===== src/rtl/mc_pkg.sv =====
// Shared encodings for the multi-cycle MIPS control unit: states, opcode/funct
// values, datapath select codes and the decoded instruction-class vector.
package mc_pkg;

    typedef enum logic [2:0] {
        S_FETCH  = 3'd0,
        S_DECODE = 3'd1,
        S_EXE    = 3'd2,
        S_MEM    = 3'd3,
        S_WB     = 3'd4
    } state_t;

    localparam logic [5:0] OP_RTYPE = 6'h00;
    localparam logic [5:0] OP_J     = 6'h02;
    localparam logic [5:0] OP_JAL   = 6'h03;
    localparam logic [5:0] OP_BEQ   = 6'h04;
    localparam logic [5:0] OP_ORI   = 6'h0D;
    localparam logic [5:0] OP_LUI   = 6'h0F;
    localparam logic [5:0] OP_LW    = 6'h23;
    localparam logic [5:0] OP_SW    = 6'h2B;

    localparam logic [5:0] FN_JR    = 6'h08;
    localparam logic [5:0] FN_ADDU  = 6'h21;
    localparam logic [5:0] FN_SUBU  = 6'h23;

    localparam logic [1:0] NPC_PC4  = 2'd0;
    localparam logic [1:0] NPC_BR   = 2'd1;
    localparam logic [1:0] NPC_JUMP = 2'd2;
    localparam logic [1:0] NPC_REG  = 2'd3;

    // Also consumed by the immediate extender in the datapath.
    localparam logic [1:0] EXT_SIGN     = 2'd0;
    localparam logic [1:0] EXT_ZERO     = 2'd1;
    localparam logic [1:0] EXT_UPPER    = 2'd2;
    localparam logic [1:0] EXT_SIGN_SH2 = 2'd3;

    localparam logic [2:0] ALU_ADD   = 3'd0;
    localparam logic [2:0] ALU_SUB   = 3'd1;
    localparam logic [2:0] ALU_OR    = 3'd2;
    localparam logic [2:0] ALU_PASSB = 3'd3;

    localparam logic [1:0] DST_RT = 2'd0;
    localparam logic [1:0] DST_RD = 2'd1;
    localparam logic [1:0] DST_RA = 2'd2;

    localparam logic [1:0] WD_ALU = 2'd0;
    localparam logic [1:0] WD_MEM = 2'd1;
    localparam logic [1:0] WD_PC4 = 2'd2;

    typedef struct packed {
        logic rtype_addu;
        logic rtype_subu;
        logic ori;
        logic lui;
        logic lw;
        logic sw;
        logic beq;
        logic j;
        logic jal;
        logic jr;
        logic nop;
    } iclass_t;

endpackage


===== src/rtl/mc_decode.sv =====
// Opcode/funct to one-hot instruction class; anything unsupported is a NOP.
module mc_decode
    import mc_pkg::*;
(
    input  logic [5:0] opcode,
    input  logic [5:0] funct,
    output iclass_t    cls
);

    always_comb begin
        cls = '0;
        case (opcode)
            OP_RTYPE: begin
                case (funct)
                    FN_ADDU: cls.rtype_addu = 1'b1;
                    FN_SUBU: cls.rtype_subu = 1'b1;
                    FN_JR:   cls.jr         = 1'b1;
                    default: cls.nop        = 1'b1;
                endcase
            end
            OP_ORI:  cls.ori = 1'b1;
            OP_LUI:  cls.lui = 1'b1;
            OP_LW:   cls.lw  = 1'b1;
            OP_SW:   cls.sw  = 1'b1;
            OP_BEQ:  cls.beq = 1'b1;
            OP_J:    cls.j   = 1'b1;
            OP_JAL:  cls.jal = 1'b1;
            default: cls.nop = 1'b1;
        endcase
    end

endmodule


===== src/rtl/mc_ctrl.sv =====
// Multi-cycle MIPS control FSM: state register, per-state datapath control
// decode and the retired-instruction counter.
module mc_ctrl
    import mc_pkg::*;
#(
    parameter int RA_IDX = 31
) (
    input  logic        clk,
    input  logic        reset,
    input  logic [5:0]  opcode,
    input  logic [5:0]  funct,
    input  logic        zero,
    output logic        pc_wr,
    output logic [1:0]  npc_sel,
    output logic        ir_wr,
    output logic [1:0]  eop,
    output logic [2:0]  alu_op,
    output logic        alu_bsel,
    output logic        reg_wr,
    output logic [1:0]  reg_dst,
    output logic [1:0]  wd_sel,
    output logic        mem_wr,
    output logic [2:0]  state,
    output logic        retire,
    output logic [31:0] instr_cnt
);

    // The datapath resolves reg_dst=DST_RA to this index; it must name a GPR.
    if (RA_IDX < 0 || RA_IDX > 31) begin : g_ra_range
        $error("RA_IDX must be a register index in 0..31");
    end

    iclass_t cls;
    state_t  st, st_nxt;

    mc_decode u_decode (
        .opcode (opcode),
        .funct  (funct),
        .cls    (cls)
    );

    assign state = st;

    always_comb begin
        pc_wr    = 1'b0;
        npc_sel  = NPC_PC4;
        ir_wr    = 1'b0;
        eop      = EXT_SIGN;
        alu_op   = ALU_ADD;
        alu_bsel = 1'b0;
        reg_wr   = 1'b0;
        reg_dst  = DST_RT;
        wd_sel   = WD_ALU;
        mem_wr   = 1'b0;
        retire   = 1'b0;
        st_nxt   = S_FETCH;
        case (st)
            S_FETCH: begin
                ir_wr  = 1'b1;
                pc_wr  = 1'b1;
                st_nxt = S_DECODE;
            end
            S_DECODE: begin
                if (cls.j || cls.jal) begin
                    pc_wr   = 1'b1;
                    npc_sel = NPC_JUMP;
                end
                if (cls.jal) begin
                    reg_wr  = 1'b1;
                    reg_dst = DST_RA;
                    wd_sel  = WD_PC4;
                end
                if (cls.jr) begin
                    pc_wr   = 1'b1;
                    npc_sel = NPC_REG;
                end
                if (cls.j || cls.jal || cls.jr || cls.nop)
                    retire = 1'b1;
                else
                    st_nxt = S_EXE;
            end
            S_EXE: begin
                if (cls.rtype_subu)
                    alu_op = ALU_SUB;
                if (cls.ori) begin
                    eop      = EXT_ZERO;
                    alu_op   = ALU_OR;
                    alu_bsel = 1'b1;
                end
                if (cls.lui) begin
                    eop      = EXT_UPPER;
                    alu_op   = ALU_PASSB;
                    alu_bsel = 1'b1;
                end
                if (cls.lw || cls.sw)
                    alu_bsel = 1'b1;
                // Branch target is formed from the word-scaled offset while the ALU compares.
                if (cls.beq) begin
                    alu_op  = ALU_SUB;
                    eop     = EXT_SIGN_SH2;
                    npc_sel = NPC_BR;
                    pc_wr   = zero;
                    retire  = 1'b1;
                end else if (cls.lw || cls.sw) begin
                    st_nxt = S_MEM;
                end else begin
                    st_nxt = S_WB;
                end
            end
            S_MEM: begin
                if (cls.sw) begin
                    mem_wr = 1'b1;
                    retire = 1'b1;
                end else begin
                    st_nxt = S_WB;
                end
            end
            S_WB: begin
                reg_wr  = 1'b1;
                reg_dst = (cls.rtype_addu || cls.rtype_subu) ? DST_RD : DST_RT;
                wd_sel  = cls.lw ? WD_MEM : WD_ALU;
                retire  = 1'b1;
            end
            default: st_nxt = S_FETCH;
        endcase
        // Held reset must not leak FETCH's enables onto the datapath.
        if (reset) begin
            {pc_wr, npc_sel, ir_wr, eop, alu_op, alu_bsel} = '0;
            {reg_wr, reg_dst, wd_sel, mem_wr, retire}      = '0;
        end
    end

    always_ff @(posedge clk or posedge reset) begin
        if (reset) begin
            st        <= S_FETCH;
            instr_cnt <= '0;
        end else begin
            st <= st_nxt;
            if (retire)
                instr_cnt <= instr_cnt + 32'd1;
        end
    end

endmodule


===== config.mk =====
export PLATFORM = sky130hd
export DESIGN_NAME = mc_ctrl
export DESIGN_NICKNAME = d
export VERILOG_FILES = /design/src/rtl/mc_pkg.sv /design/src/rtl/mc_decode.sv /design/src/rtl/mc_ctrl.sv
export SDC_FILE = /design/constraint.sdc
export NUM_CORES = 1
export LEC_CHECK = 0
export CAP_MARGIN = 20
export CORE_MARGIN = 2
export CORE_UTILIZATION = 47
export DETAILED_ROUTE_END_ITERATION = 7
export PLACE_DENSITY = 0.81
export SYNTH_ARGS = -nofsm -noshare
export SYNTH_HDL_FRONTEND = slang
export SYNTH_SLANG_ARGS = --single-unit

===== constraint.sdc =====
create_clock -name clk -period 3.2 [get_ports clk]
set_input_delay 0.64 -clock clk [delete_from_list [all_inputs] [get_ports clk]]
set_output_delay 0.64 -clock clk [all_outputs]
set_load 0.01 [all_outputs]

* Word level (Yosys, flattened, before mapping)
Index checks and enable logic that the tools add are counted.
** Storage, ports and cells
- Word-level logic and storage cells :: 90
- Output and inout port bits :: 52
- Register bits :: 35
- Input port bits :: 15
** Cells by class
- Reductions and logical operators :: 9
- Muxes and demuxes :: 64
- Add/sub/neg operators :: 1
- Equal/unequal tests :: 14
** Operator list (number)
- 1-bit 2-to-1 mux :: 36
- 32-bit by 1-bit adder with 32-bit output, second input constant :: 1
- 6-bit == test, second input constant :: 4
- 2-bit 2-to-1 mux :: 12
- 3-bit 2-to-1 mux :: 8
- 6-bit by 4-bit == test with 1-bit output, second input constant :: 3
- 6-bit by 2-bit == test with 1-bit output, second input constant :: 2
- 2-bit one-hot mux with 2 select lines :: 3
- 3-bit one-hot mux with 4 select lines :: 1
- 7-bit OR reduction :: 1
- 3-bit by 2-bit == test with 1-bit output, second input constant :: 2
- 6-bit by 3-bit == test with 1-bit output, second input constant :: 1
- 6-bit zero test :: 1
- 1-bit logical OR :: 5
- 1-bit one-hot mux with 2 select lines :: 2
- 1-bit one-hot mux with 4 select lines :: 1
- 3-bit by 1-bit == test with 1-bit output, second input constant :: 1
- 3-bit == test, second input constant :: 1
- 3-bit zero test :: 1
- 1-bit one-hot mux with 3 select lines :: 1
- 3-bit OR reduction :: 1

* Longest topological paths before layout
Gate-level depths: netlist (run 1).
- Depth after elaboration :: 9
- Gate-level depth with buffers :: 8

* Cells and area by module
Synthesis (run 1) repeated with hierarchy kept, for this count alone.
** Unflattened totals
- Cell total of the unflattened synthesis :: 215
- Area, all modules :: 2134.5 um^2
** By module, submodules not included
- mc_ctrl :: area each 1944.4 um^2, cells each 186, sequential area each 875.8 um^2, times used 1
- mc_decode :: area each 190.2 um^2, cells each 29, sequential area each 0.0 um^2, times used 1

* Least setup slack after synthesis (run 1)
OpenSTA, ideal clock, no wires.
- Path type :: input to output
- Start :: input reset
- End :: output reg_dst[0]
- Slack :: 0.346 ns
- Stages :: 4
- Required time :: 2.560 ns
- Arrival time :: 2.214 ns
- Cells stage by stage :: clkbuf_1 > inv_1 > nand3_1 > nor4_1
** On the way
- Cells in the longest elaborated chain, start to end :: 1
** Ends and longest elaborated chain
- from (decl) :: line mc_ctrl.sv:9 : input logic reset,
- 2-bit 2-to-1 mux :: line mc_ctrl.sv:127 : if (reset) begin
- to (decl) :: line mc_ctrl.sv:20 : output logic [1:0] reg_dst,
No other way between the ends.

* Worst setup path in the final report (run 1)
- Start :: input opcode[5]
- End :: output reg_dst[0]
** On the way
- Cells in the longest elaborated chain, start to end :: 6
** Ends and longest elaborated chain
- from (decl) :: line mc_ctrl.sv:10 : input logic [5:0] opcode,
- 6-bit zero test :: line mc_decode.sv:12 : case (opcode)
- 2-bit 2-to-1 mux :: line mc_decode.sv:12
- 1-bit logical OR :: line mc_ctrl.sv:120 : reg_dst = (cls.rtype_addu || cls.rtype_subu) ? DST_RD : DST_RT;
- 1-bit 2-to-1 mux :: line mc_ctrl.sv:120
- 2-bit one-hot mux with 2 select lines :: line mc_ctrl.sv:57 : case (st)
- 2-bit 2-to-1 mux :: line mc_ctrl.sv:127
No other way between the ends.

==> out/qor.csv, run 1 <==
stage,metric,value,unit
flow_run,maxCapViolations,0,
timing,fin_crit_sh,98.3,%
timing,hold_viol_final,0,
logic_synthesis,postSynthCellCount,210,
power_and_ir_drop,power.leakage,1.42,nW
placement,hpwl,3760,µm
floorplanning,io_pins,67,
global_route,grtUsageTotal,21.3,%
detailed_routing,viasPerCell,5.56,
timing,max_freq,318,MHz
power_and_ir_drop,p_sw,0.000453,W
critical_path,critPathMaxStageDelay,0.58,ns
floorplanning,dieArea,5060,µm²
detailed_routing,via_count,1895,
timing,maxSlewHeadroom,56.8,%
power_and_ir_drop,p_seq_share,41.6,%
critical_path,critPathBufInv,4,
global_route,grt.overflow.total,0,
timing,finalCriticalPeriod,3.14,ns
cells_and_area,diodes,0,
clock_tree,numCtsBuffers,5,
detailed_routing,wl,5310,µm
clock_tree,htreeDepth,2,
logic_synthesis,ys_seq_elements,35,
logic_synthesis,netlist_area,2120,µm²
timing,finalMaxSlewViolations,0,
detailed_routing,post_drt_wl_per_cell,15.6,µm
cells_and_area,final_cells,341,
clock_tree,clk_path_buf_depth,2,
logic_synthesis,synth.top_cell.area_share,41.3,%
timing,worst_pin_slew,0.646,ns
detailed_routing,drtIter0Drc,65,
floorplanning,start_util,48.7,%
floorplanning,rows,24,
critical_path,path_delay_family,buffers and inverters,
power_and_ir_drop,power_switching_share,34.0,%
clock_tree,clkSinkCount,35,
critical_path,critical_path_class,in -> out,
detailed_routing,drt_pre_antenna_iters,4,
cells_and_area,fin_nets,304,
detailed_routing,drc,0,
critical_path,worstSetupEndpointType,primary output,
logic_synthesis,synthMostInstantiatedCell,dfrtp_1,
global_route,grt_max_degree,37,
logic_synthesis,synth-main-ff-cell,dfrtp_1,
logic_synthesis,syn_area_per_cell,10.1,µm²
cells_and_area,area_growth,43.4,%
placement,routabilityCongestion,0.905,
critical_path,cp.required,2.56,ns
critical_path,crit_chain,clkdlybuf4s50_1 -> buf_4 -> nor2_2 -> nand2_2 -> buf_4 -> nor4_1 -> clkdlybuf4s50_1,
critical_path,cp_slowest_cell,clkdlybuf4s50_1,
logic_synthesis,synth-seq-area-share,41.3,%
power_and_ir_drop,vdd.ir_drop.worst,470,µV
logic_synthesis,yosys-top-cells-count,"dfrtp_1 (35), xor2_1 (30), nor2_1 (17)",
cells_and_area,drive_above_1_share,19.4,%
logic_synthesis,syn_nets,226,
critical_path,arrival,2.50,ns
global_route,grt_pass1_vias,1730,
power_and_ir_drop,internal_power,0.000879,W
min_path,hp-class,reg -> reg,
critical_path,path_max_fanout,4,
global_route,grt_pass1_wl,8400,µm
logic_synthesis,yosys_warnings,0,
logic_synthesis,ys_top_cells_by_area,"dfrtp_1 (41%), xor2_1 (12%), nor4_2 (4.7%)",
clock_tree,clock_latency,0.29,ns
clock_tree,clkSlewWorstSetupHoldPaths,0.07,ns
floorplanning,die_h,71.2,µm
power_and_ir_drop,power_frac_clock,26.9,%
timing,fin_skew,0.00585,ns
logic_synthesis,synth_top_area_cell,dfrtp_1,
timing,setup_viol,0,
outcome,status,"finished, final reports clean",
detailed_routing,ant_nets,0,
floorplanning,core,4350,µm²
critical_path,worstSetupStartpointType,primary input,
clock_tree,cts_tree,yes,
logic_synthesis,ys_types,44,
placement,placedCellCount,332,
clock_tree,cts-root-buf,clkbuf_8,
power_and_ir_drop,power,0.00133,W
power_and_ir_drop,power.density,438,nW/µm²
power_and_ir_drop,power_frac_comb,31.6,%
logic_synthesis,synth-edff-count,0,
logic_synthesis,async_flop_share,100,%
global_route,antenna_found_initial,0,
floorplanning,die_x,71.2,µm
placement,io_buffers,65,
-- per-stage QoR --
stage / area, µm² / setup WS, ns / util [%] / hold slack (ns) / setup TNS (ns)
after CTS: 2990 / 0.00743 / 68.8 / 0.477 / 0
after floorplan: 2120 / 0.346 / - / 0.504 / 0
final: 3040 / 0.0556 / 69.8 / 0.468 / 0
after detailed placement: 2880 / -0.112 / 66.2 / 0.464 / -0.328
after global placement: 2880 / -0.0803 / 66.2 / 0.458 / -0.285
after global routing: 3040 / -0.00969 / 69.8 / 0.498 / -0.00969
-- layout by cell type, fill, tap and decap left out, drive strengths merged, types with 2 or more instances in the layout --
cell and n:
nor3 13, o21ai 6, and3 9, inv 2, dlygate4sd2 3, nor2 17
and3b 2, a22oi 2, clkdlybuf4s50 57, buf 17, nor2b 8, dlymetal6s2s 5
nand4 4, xor2 30, nor4 12, nand3 12, nand2b 3, nor4b 6
clkbuf 7, a21oi 2, and4 2, nor3b 4, nand2 16, dfrtp 35
-- registers in the layout, summed over array words and instances, names as in the netlist --
signal and count:
instr_cnt 32, state 3
-- path summary, 6_finish.rpt --
kind / startpoint / end / slack (ns) / cells after the start
worst max-delay path: opcode[5] / reg_dst[0] / 0.06 / 7
worst min-delay path: instr_cnt[31] / instr_cnt[31] / 0.47 / 1
worst max register to register: state[1] / instr_cnt[26] / 1.02 / 7
worst min register to register: instr_cnt[31] / instr_cnt[31] / 0.47 / 1
max in group asynchronous: reset / instr_cnt[8] / 1.83 / 3
min in group asynchronous: reset / state[0] / 1.05 / 3
-- routing by layer --
metal  vias to the layer above  GRT usage [%]  share of wire (%)
met5                         -              0                  0
met4                         0           8.81                1.7
met3                         8           5.41                6.2
met2                        67           32.3                 49
met1                       917           29.1                 43
li1                        903              -                  -
-- final cells by class --
type | instances | area, µm²
clock inverters | 1 | 7.51
repair buffers | 82 | 787
clock buffers | 7 | 96.3
well taps | 52 | 65.1
multi-input cells | 162 | 1200
flip-flops and latches | 35 | 876
inverters | 2 | 7.51
fillers | 337 | 1310
-- cell families (layout without fill, tap and decap cells) --
| family | after synthesis | in the layout | share of synthesized area (%) |
|---|---|---|---|
| compound gates | 16 | 16 | 5.67 |
| xor+xnor | 31 | 31 | 12.8 |
| fa+ha+maj | 1 | 1 | 0.590 |
| buf+inv | 13 | 92 | 3.72 |
| flops | 35 | 35 | 41.3 |
| mux | 1 | 1 | 0.531 |
| other cells | 1 | 1 | 0.177 |
| simple gates | 112 | 112 | 35.2 |
-- power groups by stage --
stage | sequential, W | clock [W] | combinational (W)
CTS | 0.000552 | 0.000361 | 0.000422
detailed placement | 0.000559 | 0 | 0.000421
global placement | 0.000560 | 0 | 0.000414
finish | 0.000554 | 0.000358 | 0.000421
floorplan | 0.000553 | 0 | 0.000255
global route | 0.000560 | 0.000381 | 0.000454
-- repair_timing --
action                     in CTS  in global routing
hold buffers                    0                  0
gates resized for setup         6                 13
setup endpoints to repair       6                  6
buffers inserted                0                  1
pin swaps                       0                  2
(Power assumes the default switching activity.)
==> inputs of run 2 (changes only) <==
==> constraint.sdc (replaced) <==
create_clock -name clk -period 3.5 [get_ports clk]
set_input_delay 0.7 -clock clk [delete_from_list [all_inputs] [get_ports clk]]
set_output_delay 0.7 -clock clk [all_outputs]
set_load 0.01 [all_outputs]
==> run 2 against run 1 <==
Compared with the run above: non-clock buffer count decreased by 10; global-route usage is 0.81 points lower; sequential cell count unchanged; clock skew increased by 0.0015 ns; cell count decreased by 2.9%.
==> out/qor.csv, run 2 (synthesis results as in run 1) <==
stage,metric,value,unit,change
placement,hpwl,3640,µm,-3.1%
min_path,hp-class,reg -> reg,,
floorplanning,dieArea,5060,µm²,unchanged
cells_and_area,layout_commonest_cell,clkdlybuf4s50_1,,
power_and_ir_drop,power_frac_comb,32.0,%,+0.4 points
power_and_ir_drop,power_frac_clock,25.4,%,-1.5 points
cells_and_area,fin_area,2930,µm²,-3.7%
cells_and_area,largest_register,instr_cnt,,
timing,setup_viol,0,,unchanged
placement,io_buffers,65,,unchanged
power_and_ir_drop,internal_power,0.000767,W,-13%
detailed_routing,drtIter0Drc,87,,+34%
power_and_ir_drop,p_sw,0.000414,W,-8.7%
min_path,hold_depth,1,,unchanged
clock_tree,htreeDepth,2,,unchanged
placement,place_area,2820,µm²,-2.3%
detailed_routing,drc,0,,unchanged
clock_tree,clkSinkCount,35,,unchanged
cells_and_area,multi_input_area,1180,µm²,-1.8%
flow_run,maxCapViolations,0,,unchanged
floorplanning,rows,24,,unchanged
critical_path,worstSetupStartpointType,primary input,,
timing,worst_pin_slew,0.651,ns,+0.00494 ns
global_route,grt.overflow.total,0,,unchanged
critical_path,r2r_cells,6,,-1
timing,hold_viol_final,0,,unchanged
clock_tree,clock_latency,0.29,ns,about the same
detailed_routing,m1WireLength,2210,µm,-3.7%
detailed_routing,top_layer,met4,,
timing,fin_setup_tns,0,ns,unchanged
cells_and_area,largest_reg_flops,32,,unchanged
outcome,status,"finished, final reports clean",,
timing,finalMaxSlewViolations,0,,unchanged
critical_path,arrival,2.69,ns,+0.19 ns
critical_path,r2r-start,instr_cnt[10],,
timing,fin_skew,0.00737,ns,+0.00153 ns
cells_and_area,layout_common_cells,"clkdlybuf4s50_1 (63), dfrtp_1 (35), xor2_1 (30)",,
min_path,min-delay-start,instr_cnt[31],,
clock_tree,cts-root-buf,clkbuf_8,,
cells_and_area,fillers,332,,-1.5%
critical_path,crit_chain,clkdlybuf4s50_1 -> nor2b_2 -> and3_1 -> nand4_1 -> o311a_4 -> nor2_1 -> clkdlybuf4s50_1,,
critical_path,critical_path_class,in -> out,,
global_route,grt_pass1_vias,1802,,+4.2%
cells_and_area,fin_nets,294,,-3.3%
cells_and_area,seqCellArea,876,µm²,unchanged
timing,max_freq,295,MHz,
global_route,grt_max_degree,37,,unchanged
floorplanning,io_pins,67,,unchanged
critical_path,worstSetupEndpointType,primary output,,
critical_path,cp.required,2.80,ns,+0.24 ns
critical_path,worst_path_most_repeated_cell,clkdlybuf4s50_1,,
critical_path,critPathMaxStageDelay,0.56,ns,-0.02 ns
detailed_routing,via_count,1851,,-2.3%
global_route,grtUsageTotal,20.5,%,-0.81 points
detailed_routing,wl,4890,µm,-7.8%
floorplanning,die_x,71.2,µm,unchanged
cells_and_area,area_growth,38.2,%,
cells_and_area,diodes,0,,unchanged
detailed_routing,wl_met2,2410,µm,-7.2%
floorplanning,die_h,71.2,µm,unchanged
power_and_ir_drop,power.density,403,nW/µm²,-8.0%
critical_path,reg2reg_slack,1.32,ns,+0.30 ns
power_and_ir_drop,power.leakage,1.31,nW,-7.4%
power_and_ir_drop,vdd.ir_drop.worst,383,µV,-19%
floorplanning,core,4350,µm²,unchanged
min_path,hold_end,instr_cnt[31],,
detailed_routing,post_drt_wl_per_cell,14.8,µm,-5.0%
detailed_routing,ant_nets,0,,unchanged
clock_tree,numCtsBuffers,5,,unchanged
clock_tree,cts_tree,yes,,
global_route,grt_pass1_wl,8310,µm,-1.2%
clock_tree,clkSlewWorstSetupHoldPaths,0.07,ns,about the same
placement,routabilityCongestion,0.905,,about the same
detailed_routing,drt_pre_antenna_iters,4,,unchanged
critical_path,cp_slowest_cell,clkdlybuf4s50_1,,
power_and_ir_drop,p_seq_share,42.6,%,+1.0 points
timing,finalCriticalPeriod,3.39,ns,
detailed_routing,dr_wl_met3,215,µm,-35%
cells_and_area,drive_above_1_share,14.7,%,-4.7 points
timing,setup_slack,0.106,ns,+0.0506 ns
timing,maxSlewHeadroom,56.5,%,-0.33 points
floorplanning,start_util,48.7,%,unchanged
cells_and_area,fin_util,67.3,%,-2.6 points
critical_path,r2r_end,instr_cnt[30],,
timing,fin_crit_sh,97.0,%,
placement,place_ws,-0.00583,ns,+0.107 ns
critical_path,path_max_fanout,5,,+1
detailed_routing,viasPerCell,5.59,,+0.63%
global_route,antenna_found_initial,0,,unchanged
clock_tree,clk_path_buf_depth,2,,unchanged
power_and_ir_drop,power_switching_share,35.1,%,+1.0 points
run 2: cell types whose count changed in the layout (fill, tap and decap cells not counted), moves of 2 or more:
cell,change
buf_4,-10
clkdlybuf4s50_1,+6
dlygate4sd2_1,-3
dlymetal6s2s_1,-3
clkbuf_8,-2
nand2_1,+2
nand2_2,-2
nor2_1,+2
nor2_2,-2
run 2: worst max path at each step:
stage | from | endpoint | slack (ns) | cells past startpoint
final | opcode[0] | retire | 0.11 | 7
after global routing | opcode[1] | pc_wr | -0.01 | 8
after CTS | opcode[2] | pc_wr | 0.03 | 9
after detailed placement | opcode[2] | pc_wr | -0.006 | 8
after global placement | opcode[2] | pc_wr | 0.09 | 8
after floorplan | reset | reg_dst[0] | 0.53 | 4
run 2: cell type report:
cell class | count | area share, %
clock buffer | 5 | 2.35
clock inverter | 3 | 0.812
inverter | 2 | 0.256
multi-input combinational | 162 | 40.3
sequential | 35 | 29.9
tap | 52 | 2.22
timing repair buffer | 72 | 24.2
run 2: critical path, delay by kind of cell:
family / cells / cell delay, ns
compound gates: 1 / 0.16
simple gates: 4 / 0.72
buf+inv: 2 / 1.11
run 2: per-layer routing:
layer	up-vias	GRT usage [%]
met4	0	6.29
met1	916	27.0
met3	4	5.13
met2	53	33.2
li1	878	-
met5	-	0
run 2: repair_timing:
action / in CTS / in global routing
pin swaps: 0 / 1
gates resized for setup: 1 / 5
setup buffers: 0 / 0
hold buffers: 0 / 0
setup endpoints to repair: 2 / 5
cloned: 0 / 0
run 2: per-stage QoR:
stage / hold slack, ns / power (W) / std cells
6_report: 0.473 / 0.00118 / 331
5_1_grt: 0.499 / 0.00125 / 331
4_1_cts: 0.476 / 0.00119 / 331
3_5_place_dp: 0.461 / 0.000889 / 323
3_3_place_gp: 0.460 / 0.000884 / 323
2_1_floorplan: 0.504 / 0.000739 / 210
run 2: power by group through the flow:
stage          Combinational (W)  Sequential, W  Clock, W
6_report                0.000378       0.000503  0.000300
5_1_grt                 0.000412       0.000515  0.000326
4_1_cts                 0.000383       0.000502  0.000309
3_5_place_dp            0.000379       0.000510         0
3_3_place_gp            0.000374       0.000511         0
2_1_floorplan           0.000233       0.000506         0
